==> src/rtl/ro_freq_counter_if.sv <==
// Control/status bundle between a ring-oscillator frequency counter and its controller.
// The master side drives start and gate length and carries the RO output in; the slave side is the counter.
interface ro_freq_counter_if #(
    parameter int CNT_W  = 16,
    parameter int GATE_W = 16
);
    logic              start;
    logic [GATE_W-1:0] gate_cycles;
    logic              osc_in;
    logic              ro_enable;
    logic              busy;
    logic              done;
    logic [CNT_W-1:0]  count;
    logic              overflow;

    modport master (
        output start, gate_cycles, osc_in,
        input  ro_enable, busy, done, count, overflow
    );

    modport slave (
        input  start, gate_cycles, osc_in,
        output ro_enable, busy, done, count, overflow
    );
endinterface

==> src/rtl/ro_freq_counter.sv <==
// Ring-oscillator frequency counter: powers the RO, lets it settle, then counts synchronized
// rising edges over a programmable window of clk_sys cycles. One measurement per start.
//
// state  | meaning
// IDLE   | RO off, waiting for start
// SETTLE | RO on, waiting SETTLE_CYCLES before counting
// GATE   | RO on, counting rising edges for gate_r cycles
// DONE   | RO off, result published, done pulse
module ro_freq_counter #(
    parameter int CNT_W         = 16,
    parameter int GATE_W        = 16,
    parameter int SETTLE_CYCLES = 16
) (
    input  logic               clk,
    input  logic               rst,
    ro_freq_counter_if.slave   bus
);
    localparam int SET_W = $clog2(SETTLE_CYCLES + 1);
    localparam int TMR_W = (GATE_W > SET_W) ? GATE_W : SET_W;

    typedef enum logic [1:0] {IDLE, SETTLE, GATE, DONE} state_t;

    state_t            state;
    logic [TMR_W-1:0]  timer;
    logic [GATE_W-1:0] gate_r;
    logic [CNT_W-1:0]  acc;
    logic              ovf;
    logic [CNT_W-1:0]  acc_nxt;
    logic              ovf_nxt;
    logic              s1, s2, s3;
    logic              rise;
    logic              ro_en_r;
    logic              busy_r;
    logic              done_r;
    logic [CNT_W-1:0]  count_r;
    logic              overflow_r;

    // osc_in is asynchronous; s1/s2 resolve metastability, s3 gives the edge reference
    always_ff @(posedge clk or posedge rst) begin
        if (rst) begin
            s1 <= 1'b0;
            s2 <= 1'b0;
            s3 <= 1'b0;
        end else begin
            s1 <= bus.osc_in;
            s2 <= s1;
            s3 <= s2;
        end
    end

    assign rise = s2 & ~s3;

    // Saturating accumulate; ovf marks an edge that arrived while already at all-ones
    always_comb begin
        acc_nxt = acc;
        ovf_nxt = ovf;
        if (rise) begin
            if (acc == '1) begin
                ovf_nxt = 1'b1;
            end else begin
                acc_nxt = acc + CNT_W'(1);
            end
        end
    end

    always_ff @(posedge clk or posedge rst) begin
        if (rst) begin
            state      <= IDLE;
            timer      <= '0;
            gate_r     <= '0;
            acc        <= '0;
            ovf        <= 1'b0;
            ro_en_r    <= 1'b0;
            busy_r     <= 1'b0;
            done_r     <= 1'b0;
            count_r    <= '0;
            overflow_r <= 1'b0;
        end else begin
            done_r <= 1'b0;
            case (state)
                IDLE: begin
                    if (bus.start) begin
                        gate_r  <= bus.gate_cycles;
                        acc     <= '0;
                        ovf     <= 1'b0;
                        timer   <= TMR_W'(SETTLE_CYCLES - 1);
                        ro_en_r <= 1'b1;
                        busy_r  <= 1'b1;
                        state   <= SETTLE;
                    end
                end
                SETTLE: begin
                    if (timer == '0) begin
                        if (gate_r != '0) begin
                            timer <= TMR_W'(gate_r) - TMR_W'(1);
                            state <= GATE;
                        end else begin
                            ro_en_r    <= 1'b0;
                            done_r     <= 1'b1;
                            count_r    <= acc;
                            overflow_r <= ovf;
                            state      <= DONE;
                        end
                    end else begin
                        timer <= timer - TMR_W'(1);
                    end
                end
                GATE: begin
                    acc <= acc_nxt;
                    ovf <= ovf_nxt;
                    if (timer == '0) begin
                        // publish the next-state values so the last window cycle's edge is included
                        ro_en_r    <= 1'b0;
                        done_r     <= 1'b1;
                        count_r    <= acc_nxt;
                        overflow_r <= ovf_nxt;
                        state      <= DONE;
                    end else begin
                        timer <= timer - TMR_W'(1);
                    end
                end
                DONE: begin
                    busy_r <= 1'b0;
                    state  <= IDLE;
                end
                default: begin
                    ro_en_r <= 1'b0;
                    busy_r  <= 1'b0;
                    state   <= IDLE;
                end
            endcase
        end
    end

    assign bus.ro_enable = ro_en_r;
    assign bus.busy      = busy_r;
    assign bus.done      = done_r;
    assign bus.count     = count_r;
    assign bus.overflow  = overflow_r;
endmodule

==> src/flat_wrapper.sv <==
// flat-port wrapper written by rule: the top's interface ports become plain ports
module ro_freq_counter_flat 
#(
    parameter int CNT_W         = 16,
    parameter int GATE_W        = 16,
    parameter int SETTLE_CYCLES = 16
)
  (clk, rst, bus_start, bus_gate_cycles, bus_osc_in, bus_ro_enable, bus_busy, bus_done, bus_count, bus_overflow);
  ro_freq_counter_if #(.CNT_W(CNT_W), .GATE_W(GATE_W)) bus_i ();
  input  logic clk;
  input  logic rst;
  input wire logic [$bits(bus_i.start)-1:0] bus_start;
  input wire logic [$bits(bus_i.gate_cycles)-1:0] bus_gate_cycles;
  input wire logic [$bits(bus_i.osc_in)-1:0] bus_osc_in;
  output wire logic [$bits(bus_i.ro_enable)-1:0] bus_ro_enable;
  output wire logic [$bits(bus_i.busy)-1:0] bus_busy;
  output wire logic [$bits(bus_i.done)-1:0] bus_done;
  output wire logic [$bits(bus_i.count)-1:0] bus_count;
  output wire logic [$bits(bus_i.overflow)-1:0] bus_overflow;
  assign bus_i.start = bus_start;
  assign bus_i.gate_cycles = bus_gate_cycles;
  assign bus_i.osc_in = bus_osc_in;
  assign bus_ro_enable = bus_i.ro_enable;
  assign bus_busy = bus_i.busy;
  assign bus_done = bus_i.done;
  assign bus_count = bus_i.count;
  assign bus_overflow = bus_i.overflow;
  ro_freq_counter #(.CNT_W(CNT_W), .GATE_W(GATE_W), .SETTLE_CYCLES(SETTLE_CYCLES)) u_core (.clk(clk), .rst(rst), .bus(bus_i));
endmodule
==> config.mk <==
export PLATFORM = sky130hd
export DESIGN_NAME = ro_freq_counter_flat
export DESIGN_NICKNAME = d
export VERILOG_FILES = /design/src/rtl/ro_freq_counter_if.sv /design/src/rtl/ro_freq_counter.sv /design/src/flat_wrapper.sv
export SDC_FILE = /design/constraint.sdc
export NUM_CORES = 1
export LEC_CHECK = 0
export ABC_AREA = 1
export CORE_ASPECT_RATIO = 1.1
export CORE_UTILIZATION = 55
export CTS_CLUSTER_DIAMETER = 50
export DETAILED_ROUTE_END_ITERATION = 8
export MAX_ROUTING_LAYER = met4
export PLACE_DENSITY = 0.73
export SYNTH_ARGS = -nofsm -noshare
export SYNTH_HDL_FRONTEND = slang
export SYNTH_SLANG_ARGS = --single-unit
==> constraint.sdc <==
create_clock -name clk -period 3.3 [get_ports clk]
set_input_delay 0.33 -clock clk [delete_from_list [all_inputs] [get_ports clk]]
set_output_delay 0.33 -clock clk [all_outputs]
set_load 0.01 [all_outputs]
==> results of run 1 <==
[logic make-up after synthesis]
group,after synthesis
flip-flops,74
AND/OR/NAND/NOR,399
AO/OA/AOI/OAI,67
buffers and inverters,79
XOR/XNOR,28
adder cells (fa/ha/maj),8
[per-layer routing]
metal	up-vias	share of wire, %	global-route usage, %
met5	-	0	-
met4	0	3.8	14.7
met3	29	3.1	4.56
met2	92	52	48.2
met1	1938	41	32.3
li1	2123	-	-
[area by class of cell]
class,count,area (sq um)
clock buffers,10,138
flip-flops and latches,74,1850
inverters,58,220
repair buffers,43,420
clock inverters,5,78.8
fillers,730,2740
well taps,108,135
multi-input cells,502,2420
[metrics by stage]
| stage | hold slack (ns) | total power, mW | utilization, % |
|---|---|---|---|
| final | 0.357 | 4.28 | 65.8 |
| after CTS | 0.359 | 4.30 | 65.8 |
| after detailed placement | 0.339 | 3.48 | 63.1 |
| after global routing | 0.360 | 4.63 | 65.8 |
| after floorplan | 0.331 | 2.96 | - |
| after global placement | 0.338 | 3.43 | 63.1 |
[synthesized netlist by cell type (all sizes together)]
| master | n | area (sq um) |
|---|---|---|
| clkbuf | 6 | 22.5 |
| and2 | 1 | 6.26 |
| nor2 | 65 | 279 |
| ha | 8 | 100 |
| dfrtp | 74 | 1850 |
| nand2 | 270 | 1030 |
| o31ai | 1 | 7.51 |
| a31o | 1 | 8.76 |
| or2 | 1 | 6.26 |
| nand3 | 46 | 260 |
| xor2 | 25 | 219 |
| a21oi | 4 | 23.8 |
| nand4 | 8 | 56.3 |
| inv | 54 | 203 |
| o211ai | 8 | 60.1 |
| nand3b | 2 | 15.0 |
| nor3 | 5 | 30.0 |
| clkinv | 4 | 17.5 |
| o21ai | 53 | 284 |
| xnor2 | 3 | 26.3 |
| nor4 | 1 | 6.26 |
| buf | 15 | 100 |
[worst max-delay path, cell delays in order (launching register included)]
cell	delay [ns]
dfrtp_1	0.39
inv_1	0.10
ha_1	0.26
nand2_1	0.24
o21ai_1	0.19
inv_1	0.62
o21ai_0	0.23
[power by group through the flow]
stage	Sequential, mW	Combinational [mW]	Clock, mW
2_1_floorplan	1.40	1.56	0
3_3_place_gp	1.45	1.99	0
3_5_place_dp	1.45	2.03	0
4_1_cts	1.44	2.05	0.806
5_1_grt	1.48	2.31	0.845
6_report	1.45	2.04	0.793
[registers in the layout, summed over array words and instances, names as in the netlist]
register,count
u_core.gate_r,16
u_core.acc,16
u_core.ovf,1
u_core.state,2
u_core.bus.count,16
u_core.s1,1
u_core.timer,16
u_core.bus.ro_enable,1
u_core.bus.overflow,1
u_core.s3,1
u_core.s2,1
u_core.bus.busy,1
u_core.bus.done,1
[final timing paths]
path,slack [ns],end,cells after the start
max in group asynchronous,2.06,u_core.bus.count[3],3
hold / removal,0.36,u_core.s2,0
setup / recovery,1.11,u_core.acc[8],6
min in group asynchronous,0.44,u_core.timer[3],2
hold reg to reg,0.36,u_core.s2,0
setup reg to reg,1.11,u_core.acc[8],6
==> metrics.md, run 1 <==
| Metric | Value |
|---|---|
| Outcome | complete, no violations |
| Final WS setup | 1.11 ns |
| Vias/cell | 5.23 |
| Clock Tree Buf Depth | 2 |
| Post-route ant nets | 0 |
| Tot GR Track Use | 28.6% |
| Final GP Congestion | 0.880 |
| Internal power | 2.29 mW |
| Post-route cell area | 5260 sq um |
| Number of detailed-route iterations in the first pass | 4 |
| CTS tree | done |
| Commonest non-fill, non-tap cell in the layout | nand2_1 |
| Port bufs | 39 |
| Number of clock sinks | 74 |
| Syn_nets | 683 |
| Req. time, crit path | 3.50 ns |
| RSZ-0062 raised after global routing | false |
| Worst Hold Launch | u_core.s1 |
| Main combinational cell family by area after synthesis | simple AND/OR/NAND/NOR gates |
| Placed Area | 5040 sq um |
| Vias | 4,182 |
| Die area | 8760 sq um |
| Final Skew | 0.0137 ns |
| FF+latch count, synth | 74 |
| CP Data Arrival Time | 2.38 ns |
| Clk pin slew, worst setup/hold paths | 0.09 ns |
| Maximum VDD drop | 441 uV |
| Max Freq | 457 MHz |
| Initial Util | 57.7% |
| Largest net degree at the start of global routing | 37 |
| Post-synthesis xor/xnor area fraction | 5.32% |
| Setup crit end kind | flip-flop |
| Setup violations, final | 0 |
| Minimum clock period | 2.19 ns |
| Fin. max-slew vios | 0 |
| Post-CTS resize count | 0 |
| DRC | 0 |
| Slew margin rel. | 46.7% |
| Htree depth | 3 |
| Die Ht | 98.0 microns |
| Cell Area, Synth | 4610 sq um |
| Simple-Gate Fraction of Synth Area | 36.6% |
| Layout area overhead | 14.1% |
| Cell total after placement | 785 |
| Die extent in x | 89.3 microns |
| Final period util | 66.2% |
| Leakage power | 2.62 nW |
| Clk_lat worst skew | 0.36 ns |
| Synth unique cells | 38 |
| Max-Cap Viols | 0 |
| Post-layout net count | 716 |
| Cell Pwr Density | 814 nW/um^2 |
| Most frequent cells in the layout | nand2_1, dfrtp_1, nor2_1 |
| Gate power share | 47.7% |
| Register area share after synthesis | 40.2% |
| Crit path launch type | flip-flop |
| Worst Setup SP | u_core.state[0] |
| CTS Buf Count | 9 |
| R2R Path Start | u_core.state[0] |
| Part of the power in registers | 33.8% |
| Syn_area_per_cell | 7.04 sq um |
| Layout cells sized above 1 | 6.65% |
| Post-CTS Setup Repair Bufs | 0 |
| Clk pwr share | 18.5% |
| Switching power of the nets | 1.99 mW |
| Hold Crit Class | reg -> reg |
| Net Sw Frac | 46.5% |
| Grt ovf | 0 |
| Vias in the first global route | 4,119 |
| Crit-path max FO | 29 |
| DRT Wirelength | 11,000 microns |
| Root buf cell | clkbuf_8 |
| ANT cells | 0 |
| Fin. Hold Viols | 0 |
| # rows | 34 |
| Dpl ws | 1.11 ns |
| Synthesized instance count | 655 |
| DP HPWL | 7860 microns |
| Setup tns final | 0 ns |
| Synth Area in Adders | 2.17% |
| Kind of critical path | reg -> reg |
| Compound-Gate Fraction of Synth Area | 8.33% |
| Avg WL per Cell | 13.8 microns |
| Syn. warnings | 0 |
| Mux contribution to synthesized area | 0% |
| Worst-margin pin slew | 0.799 ns |
| I/O Pins | 40 |
| Core ar. | 8000 sq um |
| First-pass GRT wire length | 18,700 microns |
| Hold buffers post-CTS | 0 |
| Non-filler cells, final | 800 |
| Initial DRC count | 156 |
| Initial antenna violation count | 0 |
No activity file was read; power rests on OpenSTA's default activity.
==> run 2, diff against run 1 <==
- clock period: 3.3 -> 2.29 ns (I/O delays scaled with it)
==> run 2 against run 1 <==
First-iteration DRC count fell by 1.9%. Sequential cell count did not move. Final area rose by 0.81%. Via count rose by 0.98%. Maximum frequency rose by 9.4%. Largest cell class unchanged.
==> metrics.md, run 2 (synthesized netlist as in run 1, its figures left out) <==
| Metric | Value |
|---|---|
| Port bufs | 39 (unchanged) |
| DRC | 0 (unchanged) |
| Clock Tree Buf Depth | 2 (unchanged) |
| Crit-path max FO | 19 (-34%) |
| Non-filler cells, final | 805 (+0.63%) |
| Max Freq | 500 MHz (+9.4%) |
| First-pass GRT wire length | 18,600 microns (-0.52%) |
| Net Sw Frac | 46.1% (-0.41 points) |
| Clk pin slew, worst setup/hold paths | 0.08 ns (about the same) |
| Initial antenna violation count | 0 (unchanged) |
| Vias | 4,223 (+0.98%) |
| Post-CTS Setup Repair Bufs | 0 (unchanged) |
| Placed Area | 5090 sq um (+0.84%) |
| Commonest non-fill, non-tap cell in the layout | nand2_1 |
| Slew margin rel. | 70.8% (+24 points) |
| Minimum clock period | 2.00 ns (-0.187 ns) |
| Avg WL per Cell | 13.3 microns (-3.7%) |
| Fin. Hold Viols | 0 (unchanged) |
| Initial Util | 57.7% (unchanged) |
| DP HPWL | 7870 microns (+0.10%) |
| Tot GR Track Use | 28.4% (-0.24 points) |
| Kind of critical path | reg -> reg |
| Req. time, crit path | 2.58 ns (-0.92 ns) |
| RSZ-0062 raised after global routing | false |
| DRT Wirelength | 10,700 microns (-3.1%) |
| Largest net degree at the start of global routing | 75 (+100%) |
| Cell Pwr Density | 1160 nW/um^2 (+43%) |
| I/O Pins | 40 (unchanged) |
| Clk pwr share | 18.0% (-0.5 points) |
| Hold Crit Class | in -> async |
| Worst-margin pin slew | 0.436 ns (-0.362 ns) |
| Hold Worst Slack | 0.270 ns (-0.0873 ns) |
| Maximum VDD drop | 707 uV (+60%) |
| Root buf cell | clkbuf_8 |
| CTS Buf Count | 9 (unchanged) |
| CTS tree | done |
| Layout area overhead | 15.0% |
| Post-CTS resize count | 0 (unchanged) |
| Internal power | 3.33 mW (+45%) |
| Part of the power in registers | 33.6% (-0.2 points) |
| Number of detailed-route iterations in the first pass | 4 (unchanged) |
| Final GP Congestion | 0.930 (+5.8%) |
| Switching power of the nets | 2.84 mW (+43%) |
| Hold buffers post-CTS | 0 (unchanged) |
| Setup crit end kind | flip-flop |
| Number of clock sinks | 74 (unchanged) |
| Max-Cap Viols | 0 (unchanged) |
| Cell total after placement | 789 (+0.51%) |
| Core ar. | 8000 sq um (unchanged) |
| Htree depth | 3 (unchanged) |
| Vias/cell | 5.25 (+0.35%) |
| Die extent in x | 89.3 microns (unchanged) |
| Die Ht | 98.0 microns (unchanged) |
| Grt ovf | 0 (unchanged) |
| Outcome | complete, no violations |
| Initial DRC count | 153 (-1.9%) |
| Final period util | 87.3% (+21 points) |
| Layout cells sized above 1 | 6.89% (+0.24 points) |
| Crit path launch type | flip-flop |
| Leakage power | 2.63 nW (+0.53%) |
| Post-route ant nets | 0 (unchanged) |
| Final Skew | 0.0121 ns (-0.00157 ns) |
| ANT cells | 0 (unchanged) |
| Most frequent cells in the layout | nand2_1, dfrtp_1, nor2_1 |
| Fin. max-slew vios | 0 (unchanged) |
| Setup tns final | 0 ns (unchanged) |
| Post-route cell area | 5300 sq um (+0.81%) |
| Gate power share | 48.4% (+0.7 points) |
| # rows | 34 (unchanged) |
| CP Data Arrival Time | 2.29 ns (-0.09 ns) |
| Die area | 8760 sq um (unchanged) |
| Setup violations, final | 0 (unchanged) |
| Post-layout net count | 720 (+0.56%) |
| Clk_lat worst skew | 0.36 ns (about the same) |
| Vias in the first global route | 4,240 (+2.9%) |
run 2: metrics by stage:
step,utilization [%],setup WS (ns),power (mW)
global route,66.3,0.0885,6.73
global placement,63.6,0.313,4.98
floorplan,-,0.179,4.27
CTS,66.3,0.184,6.19
finish,66.3,0.292,6.17
detailed placement,63.6,0.214,5.06
run 2: critical path, stage by stage, from the launching register on:
cell and delay, ns:
dfrtp_1 0.39, inv_1 0.12, ha_1 0.24, nand2_2 0.10, nor2_4 0.17, nand2_4 0.11
o21ai_4 0.10, nand3_4 0.25, clkinv_2 0.28, nor2_1 0.08, a21oi_2 0.10
run 2: worst paths after layout:
check / slack [ns] / to / startpoint / depth (start not counted)
min in group clk: 0.31 / u_core.s1 / bus_osc_in / 1
max in group asynchronous: 1.69 / u_core.timer[6] / rst / 3
min reg2reg: 0.35 / u_core.s2 / u_core.s1 / 0
max reg2reg: 0.29 / u_core.bus.count[15] / u_core.timer[0] / 10
min: 0.27 / u_core.acc[1] / rst / 3
max: 0.29 / u_core.bus.count[15] / u_core.timer[0] / 10
run 2: area by class of cell:
type | count | area, sq um
inverter | 58 | 220
fill | 750 | 2690
sequential | 74 | 1850
clock inverter | 4 | 76.3
timing repair buffer | 47 | 463
tap | 108 | 135
clock buffer | 12 | 135
multi-input combinational | 502 | 2420
run 2: power groups by stage:
stage	registers, mW	logic, mW	clock network [mW]
3_5_place_dp	2.09	2.97	0
3_3_place_gp	2.08	2.90	0
4_1_cts	2.07	2.98	1.14
2_1_floorplan	2.02	2.25	0
6_report	2.07	2.99	1.11
5_1_grt	2.13	3.38	1.21
run 2: per-layer routing:
layer	track usage [%]	wire length (microns)	vias up
met1	30.6	4290	2000
met3	6.59	295	19
met5	-	0	-
met4	9.52	232	0
li1	-	-	2137
met2	50.3	5880	67
